### src/rtl/comp_pkg.sv
// Shared definitions for the sequential magnitude comparator:
// op codes, FSM states and chunk-count helper.
package comp_pkg;

  localparam logic [2:0] OP_EQ = 3'd0;
  localparam logic [2:0] OP_NE = 3'd1;
  localparam logic [2:0] OP_LT = 3'd2;
  localparam logic [2:0] OP_LE = 3'd3;
  localparam logic [2:0] OP_GT = 3'd4;
  localparam logic [2:0] OP_GE = 3'd5;

  typedef enum logic [1:0] {
    IDLE,
    BUSY,
    DONE
  } state_t;

  function automatic int nchunk(int n, int c);
    return (n + c - 1) / c;
  endfunction

  function automatic logic op_result(
    logic [2:0] op,
    logic       lt,
    logic       eq,
    logic       gt
  );
    logic r;
    r = 1'b0;
    unique case (1'b1)
      (op == OP_EQ): r = eq;
      (op == OP_NE): r = ~eq;
      (op == OP_LT): r = lt;
      (op == OP_LE): r = lt | eq;
      (op == OP_GT): r = gt;
      (op == OP_GE): r = gt | eq;
      default:       r = 1'b0;
    endcase
    return r;
  endfunction

endpackage

### src/rtl/comp_lt.sv
// Combinational unsigned less-than for one chunk.
// Kept as a separate unit so it can be swapped for a faster tree.
module comp_lt #(
  parameter int N = 8
) (
  input  logic [N-1:0] a,
  input  logic [N-1:0] b,
  output logic         lt
);

  assign lt = a < b;

endmodule

### src/rtl/comp_mag_seq.sv
// Multi-cycle magnitude comparator: walks operand chunks MSB-first
// and stops at the first chunk that differs.
module comp_mag_seq
  import comp_pkg::*;
#(
  parameter int N     = 32,
  parameter int CHUNK = 4
) (
  input  logic         clk,
  input  logic         rst_n,
  input  logic         in_valid,
  output logic         in_ready,
  input  logic [N-1:0] a,
  input  logic [N-1:0] b,
  input  logic [2:0]   op,
  input  logic         sgn,
  output logic         out_valid,
  input  logic         out_ready,
  output logic         result,
  output logic         lt,
  output logic         eq,
  output logic         gt,
  output logic         busy
);

  localparam int NCHUNK = nchunk(N, CHUNK);
  localparam int W      = NCHUNK * CHUNK;
  localparam int IW     = (NCHUNK > 1) ? $clog2(NCHUNK) : 1;

  state_t          state;
  logic [W-1:0]    ra;
  logic [W-1:0]    rb;
  logic [2:0]      rop;
  logic [IW-1:0]   idx;

  logic [W-1:0]     ea;
  logic [W-1:0]     eb;
  logic [CHUNK-1:0] ca;
  logic [CHUNK-1:0] cb;
  logic             c_lt;
  logic             c_eq;

  // Flipping the sign bit maps two's complement onto offset binary,
  // so the chunk walk below only ever does unsigned compares.
  always_comb begin
    ea        = '0;
    eb        = '0;
    ea[N-1:0] = a;
    eb[N-1:0] = b;
    if (sgn) begin
      ea[N-1] = ~a[N-1];
      eb[N-1] = ~b[N-1];
    end
  end

  assign ca   = ra[int'(idx)*CHUNK +: CHUNK];
  assign cb   = rb[int'(idx)*CHUNK +: CHUNK];
  assign c_eq = &(ca ~^ cb);

  comp_lt #(
    .N(CHUNK)
  ) u_lt (
    .a (ca),
    .b (cb),
    .lt(c_lt)
  );

  always_ff @(posedge clk or negedge rst_n) begin
    if (!rst_n) begin
      state     <= IDLE;
      in_ready  <= 1'b1;
      out_valid <= 1'b0;
      busy      <= 1'b0;
      result    <= 1'b0;
      lt        <= 1'b0;
      eq        <= 1'b0;
      gt        <= 1'b0;
      ra        <= '0;
      rb        <= '0;
      rop       <= '0;
      idx       <= '0;
    end else begin
      unique case (state)
        IDLE: begin
          if (in_valid) begin
            ra       <= ea;
            rb       <= eb;
            rop      <= op;
            idx      <= IW'(NCHUNK - 1);
            state    <= BUSY;
            in_ready <= 1'b0;
            busy     <= 1'b1;
          end
        end
        BUSY: begin
          if (!c_eq) begin
            lt        <= c_lt;
            gt        <= ~c_lt;
            eq        <= 1'b0;
            result    <= op_result(rop, c_lt, 1'b0, ~c_lt);
            state     <= DONE;
            busy      <= 1'b0;
            out_valid <= 1'b1;
          end else if (idx == '0) begin
            lt        <= 1'b0;
            gt        <= 1'b0;
            eq        <= 1'b1;
            result    <= op_result(rop, 1'b0, 1'b1, 1'b0);
            state     <= DONE;
            busy      <= 1'b0;
            out_valid <= 1'b1;
          end else begin
            idx <= idx - 1'b1;
          end
        end
        DONE: begin
          if (out_ready) begin
            out_valid <= 1'b0;
            in_ready  <= 1'b1;
            state     <= IDLE;
          end
        end
        default: state <= IDLE;
      endcase
    end
  end

endmodule

### config.mk
export PLATFORM = sky130hd
export DESIGN_NAME = comp_mag_seq
export DESIGN_NICKNAME = d
export VERILOG_FILES = /design/src/rtl/comp_pkg.sv /design/src/rtl/comp_lt.sv /design/src/rtl/comp_mag_seq.sv
export SDC_FILE = /design/constraint.sdc
export NUM_CORES = 1
export LEC_CHECK = 0
export CAP_MARGIN = 15
export CORE_ASPECT_RATIO = 0.7
export CORE_MARGIN = 5
export CORE_UTILIZATION = 60
export DETAILED_ROUTE_END_ITERATION = 7
export DONT_BUFFER_PORTS = 1
export PLACE_DENSITY = 0.76
export SLEW_MARGIN = 5
export SYNTH_ARGS = -nofsm -noshare
export SYNTH_HDL_FRONTEND = slang
export SYNTH_SLANG_ARGS = --single-unit
export TNS_END_PERCENT = 10
### constraint.sdc
create_clock -name clk -period 3.4 [get_ports clk]
set_input_delay 0.68 -clock clk [delete_from_list [all_inputs] [get_ports clk]]
set_output_delay 0.68 -clock clk [all_outputs]
set_load 0.005 [all_outputs]
---- Word level (Yosys, flattened, before mapping) ----
Index checks and enable logic that the tools add are counted.
word-level totals
  output and inout port bits .............. 7
  register bits after elaboration ......... 79
operators by class
  equal/unequal tests ..................... 13
  reduce and logical (&&, ||, !) cells .... 17
  $add $sub $neg .......................... 1
  magnitude comparators ................... 1
  bitwise logic cells ..................... 4
  muxes and demuxes ....................... 29
  shifts and indexed selects .............. 2
operators with widths
  cell                                                  count
  variable part select 32 x 6 -> 4 bit                  2
  2-to-1 mux 1 bit                                      16
  AND reduction 3 bit                                   4
  2-to-1 mux 3 bit                                      3
  2-to-1 mux 2 bit                                      4
  != test 2 bit (second input constant)                 4
  AND reduction 4 bit                                   2
  equality test 3 x 2 -> 1 bit (second input constant)  2
  equality test 3 bit (second input constant)           2
  zero test 3 bit                                       2
  one-hot mux 1 bit (2 select lines)                    3
  one-hot mux 2 bit (3 select lines)                    1
  one-hot mux 3 bit (2 select lines)                    1
  nonzero test 2 bit                                    3
  < comparator 4 bit                                    1
  AND reduction 2 bit                                   2
  OR reduction 2 bit                                    2
  XNOR 4 bit                                            1
  equality test 3 x 1 -> 1 bit (second input constant)  1
  != test 3 bit (second input constant)                 1
  NOT 1 bit                                             3
  one-hot mux 1 bit (3 select lines)                    1
  OR reduction 3 bit                                    1
  subtractor 3 x 1 -> 3 bit (second input constant)     1
  4 further kinds                                       4

---- Logic depth before layout (Yosys ltp) ----
  depth in word-level cells ............... 5
  depth in mapped cells ................... 10
  mapped depth without buffers ............ 8

---- By module ----
A second synthesis with hierarchy kept.
second synthesis, totals
  cell total of the unflattened synthesis .. 294
  area, all modules ....................... 3927.5 um^2
by module, submodules not included
  module        sequential area each (um^2)  times used  cells each  area each (um^2)
  comp_mag_seq  1978.1                       1           283         3842.4
  comp_lt       0.0                          1           11          85.1

---- Worst setup path before layout ----
Ideal clock, no wire load.
  kind .................................... reg-to-reg
  from .................................... register idx[0]
  to ...................................... register idx[2]
  library setup time ...................... 0.077 ns
  path slack .............................. 0.920 ns
  arrival time ............................ 2.403 ns
  stages on the path, launching flop included .. 10
  cells stage by stage .................... dfrtp_1 buf_6 mux4_1 mux2_2 ha_1 nand4_2 nor2_1 nand2_1 mux2i_1 a21oi_1
on the way
  longest elaborated chain between the ends .. 5
  elaborated cells on any way between the ends .. 12
  those cells by class .................... add/sub (1); eq/ne (2); shift (2); mux (3); bitwise (1); reduce/logical (3)
RTL lines
  element                                                  RTL line                                source
  start, declared                                          comp_mag_seq.sv:34                      logic [IW-1:0] idx;
  start signal, assigned                                   comp_mag_seq.sv:89                      idx <= IW'(NCHUNK - 1);
  start signal, assigned                                   comp_mag_seq.sv:113                     idx <= idx - 1'b1;
  variable part select 32 x 6 -> 4 bit (on tied branches)  comp_mag_seq.sv:56, comp_mag_seq.sv:57
  XNOR 4 bit                                               comp_mag_seq.sv:58                      assign c_eq = &(ca ~^ cb);
  AND reduction 4 bit                                      comp_mag_seq.sv:58
  != test 2 bit (no source line)                           n/a
  AND reduction 4 bit (no source line)                     n/a
Parallel ways exist; a longest one is shown, timed or not. The select of a mux whose other input is x is not followed.
A chain may end at the register's enable or synchronous reset.

---- Final worst setup path ----
  from .................................... register idx[0]
  to ...................................... register result
on the way
  longest elaborated chain between the ends .. 5
  elaborated cells on any way between the ends .. 11
  those cells by class .................... order compare (1); eq/ne (1); shift (2); mux (2); bitwise (2); reduce/logical (3)
RTL lines
  element                                                                              RTL line                                 source
  variable part select 32 x 6 -> 4 bit (on tied branches)                              comp_mag_seq.sv:56, comp_mag_seq.sv:57
  < comparator 4 bit / XNOR 4 bit (equally long branches)                              comp_lt.sv:11, comp_mag_seq.sv:58
  NOT 1 bit / AND reduction 4 bit (equally long branches)                              comp_mag_seq.sv:100, comp_mag_seq.sv:58
  one-hot mux 1 bit (3 select lines) / != test 2 x 1 -> 1 bit (equally long branches)  n/a
  2-to-1 mux 1 bit / AND reduction 2 bit (equally long branches)                       n/a
  end signal, assigned                                                                 comp_mag_seq.sv:100                      result <= op_result(rop, c_lt, 1'b0, ~c_lt);
  end signal, assigned                                                                 comp_mag_seq.sv:108                      result <= op_result(rop, 1'b0, 1'b1, 1'b0);
  end, declared                                                                        comp_mag_seq.sv:19                       output logic result,
Parallel ways exist; a longest one is shown, timed or not.

==> summary.txt <==
CTS
  – CTS root buf: clkbuf_8
  – CTS HTree Levels: 3
  – CTS Buffer Depth: 2
  – Sink Count: 79
  – CTS tree: done
  – TritonCTS buffer count: 9
  – Clock latency on the worst-skew pair: 0.34 ns
  – Clk slew on worst S/H paths: 0.08 ns

Setup path
  – CP Data Arrival Time: 3.12 ns
  – Crit start category: flip-flop
  – R2R setup slack: 0.53 ns
  – RR Startpoint: idx[0]
  – R2R depth: 8
  – CP max FO: 12
  – CP Capture Type: flip-flop
  – Critical path class: reg -> reg
  – Worst Path Required: 3.66 ns
  – Reg-to-Reg End: result

Floorplan
  – Placeable Area: 5842 um^2
  – Io pins: 79
  – Full die area: 7838 um^2
  – Die Span Y: 75.59 um
  – Die X: 103.7 um
  – Initial core utilization: 0.6312
  – Row Count: 23

Synthesis
  – Cell count after synthesis: 253
  – Mux cell area share after synthesis: 0.3261
  – Sequential share of the synthesized area: 0.5365
  – Syn_area_per_cell: 14.57 um^2
  – Library cells used by synthesis: 31
  – Synth area leader: dfrtp_1
  – Synth warn: 0
  – Net count after synthesis: 331
  – Synth Area in Compound Gates: 0.04072
  – #FFs+latches synth: 79
  – Synth top area share: 0.5294
  – Post-synthesis cell area: 3687 um^2
  – XOR/XNOR share of the synthesized area: 0.007126
  – Synth Area in Simple Gates: 0.03631
  – Synth top area cells: dfrtp_1, mux2_2, mux4_2
  – Adder-Cell Fraction of Synth Area: 0.02036
  – Largest family of logic cells by synthesized area: multiplexers

Power and ir drop
  – Peak VDD IR: 421.4 uV
  – Leakage: 0.001687 uW
  – Flop pwr share: 0.454
  – Comb pwr share: 0.368
  – Int Power: 2558 uW
  – Power per cell area: 943.8 nW/um^2
  – Switching power: 1165 uW
  – Clock power frac: 0.178
  – Sw Ratio: 0.3130

Routing
  – Routed len/inst: 20.51 um
  – Remaining DRCs: 0
  – Iter 0 DRT Violations: 73
  – Post-route ant nets: 0
  – Vias per Instance: 6.098
  – Detailed Route WL: 6.932 mm
  – Vias: 2061
  – Pre-antenna DRT Iters: 4

Global route
  – GR Overflow Total: 0
  – Initial antenna violation count: 2
  – Gr usage total: 0.1861
  – Largest net degree at the start of global routing: 80
  – Global-route wire length before repair: 11.21 mm
  – Vias in the first global route: 2168

STA
  – Final hold vios: 0
  – Setup TNS: 0 ns
  – Max Freq: 349.0 MHz
  – RSZ-0062 raised after global routing: no
  – Final max-slew violation count: 0
  – Worst-margin pin slew: 0.6076 ns
  – Endpoints failing setup: 0
  – Clock skew: 0.009636 ns
  – Final period util: 0.8427
  – Min Tclk post-route: 2.865 ns
  – Worst rel slew slack: 0.5936
  – Final Hold Slack: 0.02384 ns

Placement
  – IO buf count: 0
  – Routability cong.: 0.7541
  – Hpwl dp: 4.912 mm

Cells and area
  – Synth-to-Final Area Change: 6.990%
  – Fill count: 423
  – Nets: 335
  – Share of layout cells above drive strength 1: 0.4160

Outcome
  – Status: finished, final reports clean

Min path
  – Worst Hold Class: in -> async

Flow run
  – Max Cap Violations: 0
area by class of cell:
| cell class | instances | area (um^2) | area share |
|---|---|---|---|
| Tap cell | 75 | 93.84 | 0.02379 |
| Timing Repair Buffer | 7 | 75.07 | 0.01903 |
| Clock buffer | 10 | 127.6 | 0.03235 |
| Antenna cell | 1 | 2.502 | 0.0006343 |
| Inverter | 5 | 18.77 | 0.004757 |
| Clock inverter | 6 | 61.31 | 0.01554 |
| Multi-Input combinational cell | 155 | 1588 | 0.4025 |
| Sequential cell | 79 | 1978 | 0.5014 |
worst max-delay path, cell delays in order, from the launching register on:
cell and delay, ns:
dfrtp_1 0.36, buf_4 0.24, mux4_1 0.58, mux2_2 0.28, ha_1 0.31, a21oi_1 0.07
o21ai_0 0.36, mux2_2 0.39, o21ai_0 0.19
sequential cells by signal, indices dropped and copies added (netlist names):
signal / count
in_ready: 1
out_valid: 1
rb: 32
eq: 1
ra: 32
gt: 1
lt: 1
state: 2
rop: 3
result: 1
idx: 3
busy: 1
per-stage QoR:
step	utilization	worst slack, ns	power, uW	std cells	cell area [um^2]
3_3_place_gp	0.6361	0.7206	3009	319	3716
5_1_grt	0.6753	0.3462	3984	338	3945
3_5_place_dp	0.6361	0.5357	3069	319	3716
6_report	0.6753	0.5349	3723	338	3945
4_1_cts	0.6685	0.5275	3736	335	3905
2_1_floorplan	-	0.9198	2809	253	3687
per-layer routing:
layer | share of wire | global-route usage
met1 | 0.44 | 0.2511
met2 | 0.44 | 0.2712
met3 | 0.10 | 0.09483
met4 | 0.012 | 0.04885
met5 | 0.0019 | 0
placed cells by master (no fill, tap or decap), types with 2 or more instances in the layout:
master and instances:
nand2_1 8, a21oi_1 16, dfrtp_1 78, clkbuf_8 9, ha_1 6, o21ai_0 6, inv_1 4, mux2_1 2
mux2_2 68, nor2_1 12, nor3_1 3, mux4_2 15, buf_4 5, mux2i_1 5, clkinv_2 3, xnor2_1 2
timing repair:
| action | in CTS | in global routing |
|---|---|---|
| hold buffers | 0 | 2 |
| setup buffers | 0 | 0 |
| resized for setup | 0 | 0 |
| setup endpoints to repair | 0 | 0 |
| endpoints found under the hold margin | 0 | 49 |
cells in the mapped netlist, drive strengths merged:
master   n
nand4    1
ha       6
inv      5
xor2     1
a21oi   16
o21ai    7
xnor2    2
buf     14
mux4    16
dfstp    1
nor2b    1
and2b    1
mux2    70
a32o     1
dfrtp   78
mux2i    5
nand2    9
o311ai   1
o31ai    1
nor2    13
o22a     1
nor3     3
worst max path at each step:
stage,start,to,slack [ns],depth (start not counted)
detailed placement,idx[0],result,0.54,8
finish,idx[0],result,0.53,8
global route,idx[0],idx[2],0.35,9
CTS,idx[0],result,0.53,8
global placement,idx[0],result,0.72,8
floorplan,idx[0],idx[2],0.92,9
logic make-up after synthesis:
group	Yosys count
multiplexers	91
AO/OA/AOI/OAI	27
adder cells (fa/ha/maj)	6
buffers and inverters	19
XOR/XNOR	3
flip-flops	79
AND/OR/NAND/NOR	28
power groups by stage:
stage               logic (uW)  clock network, uW  registers, uW
finish                    1370                663           1690
global placement          1310                  0           1700
floorplan                 1230                  0           1580
CTS                       1360                678           1700
detailed placement        1360                  0           1710
global route              1510                719           1750
Note: power is estimated with default switching activity, not from simulation.
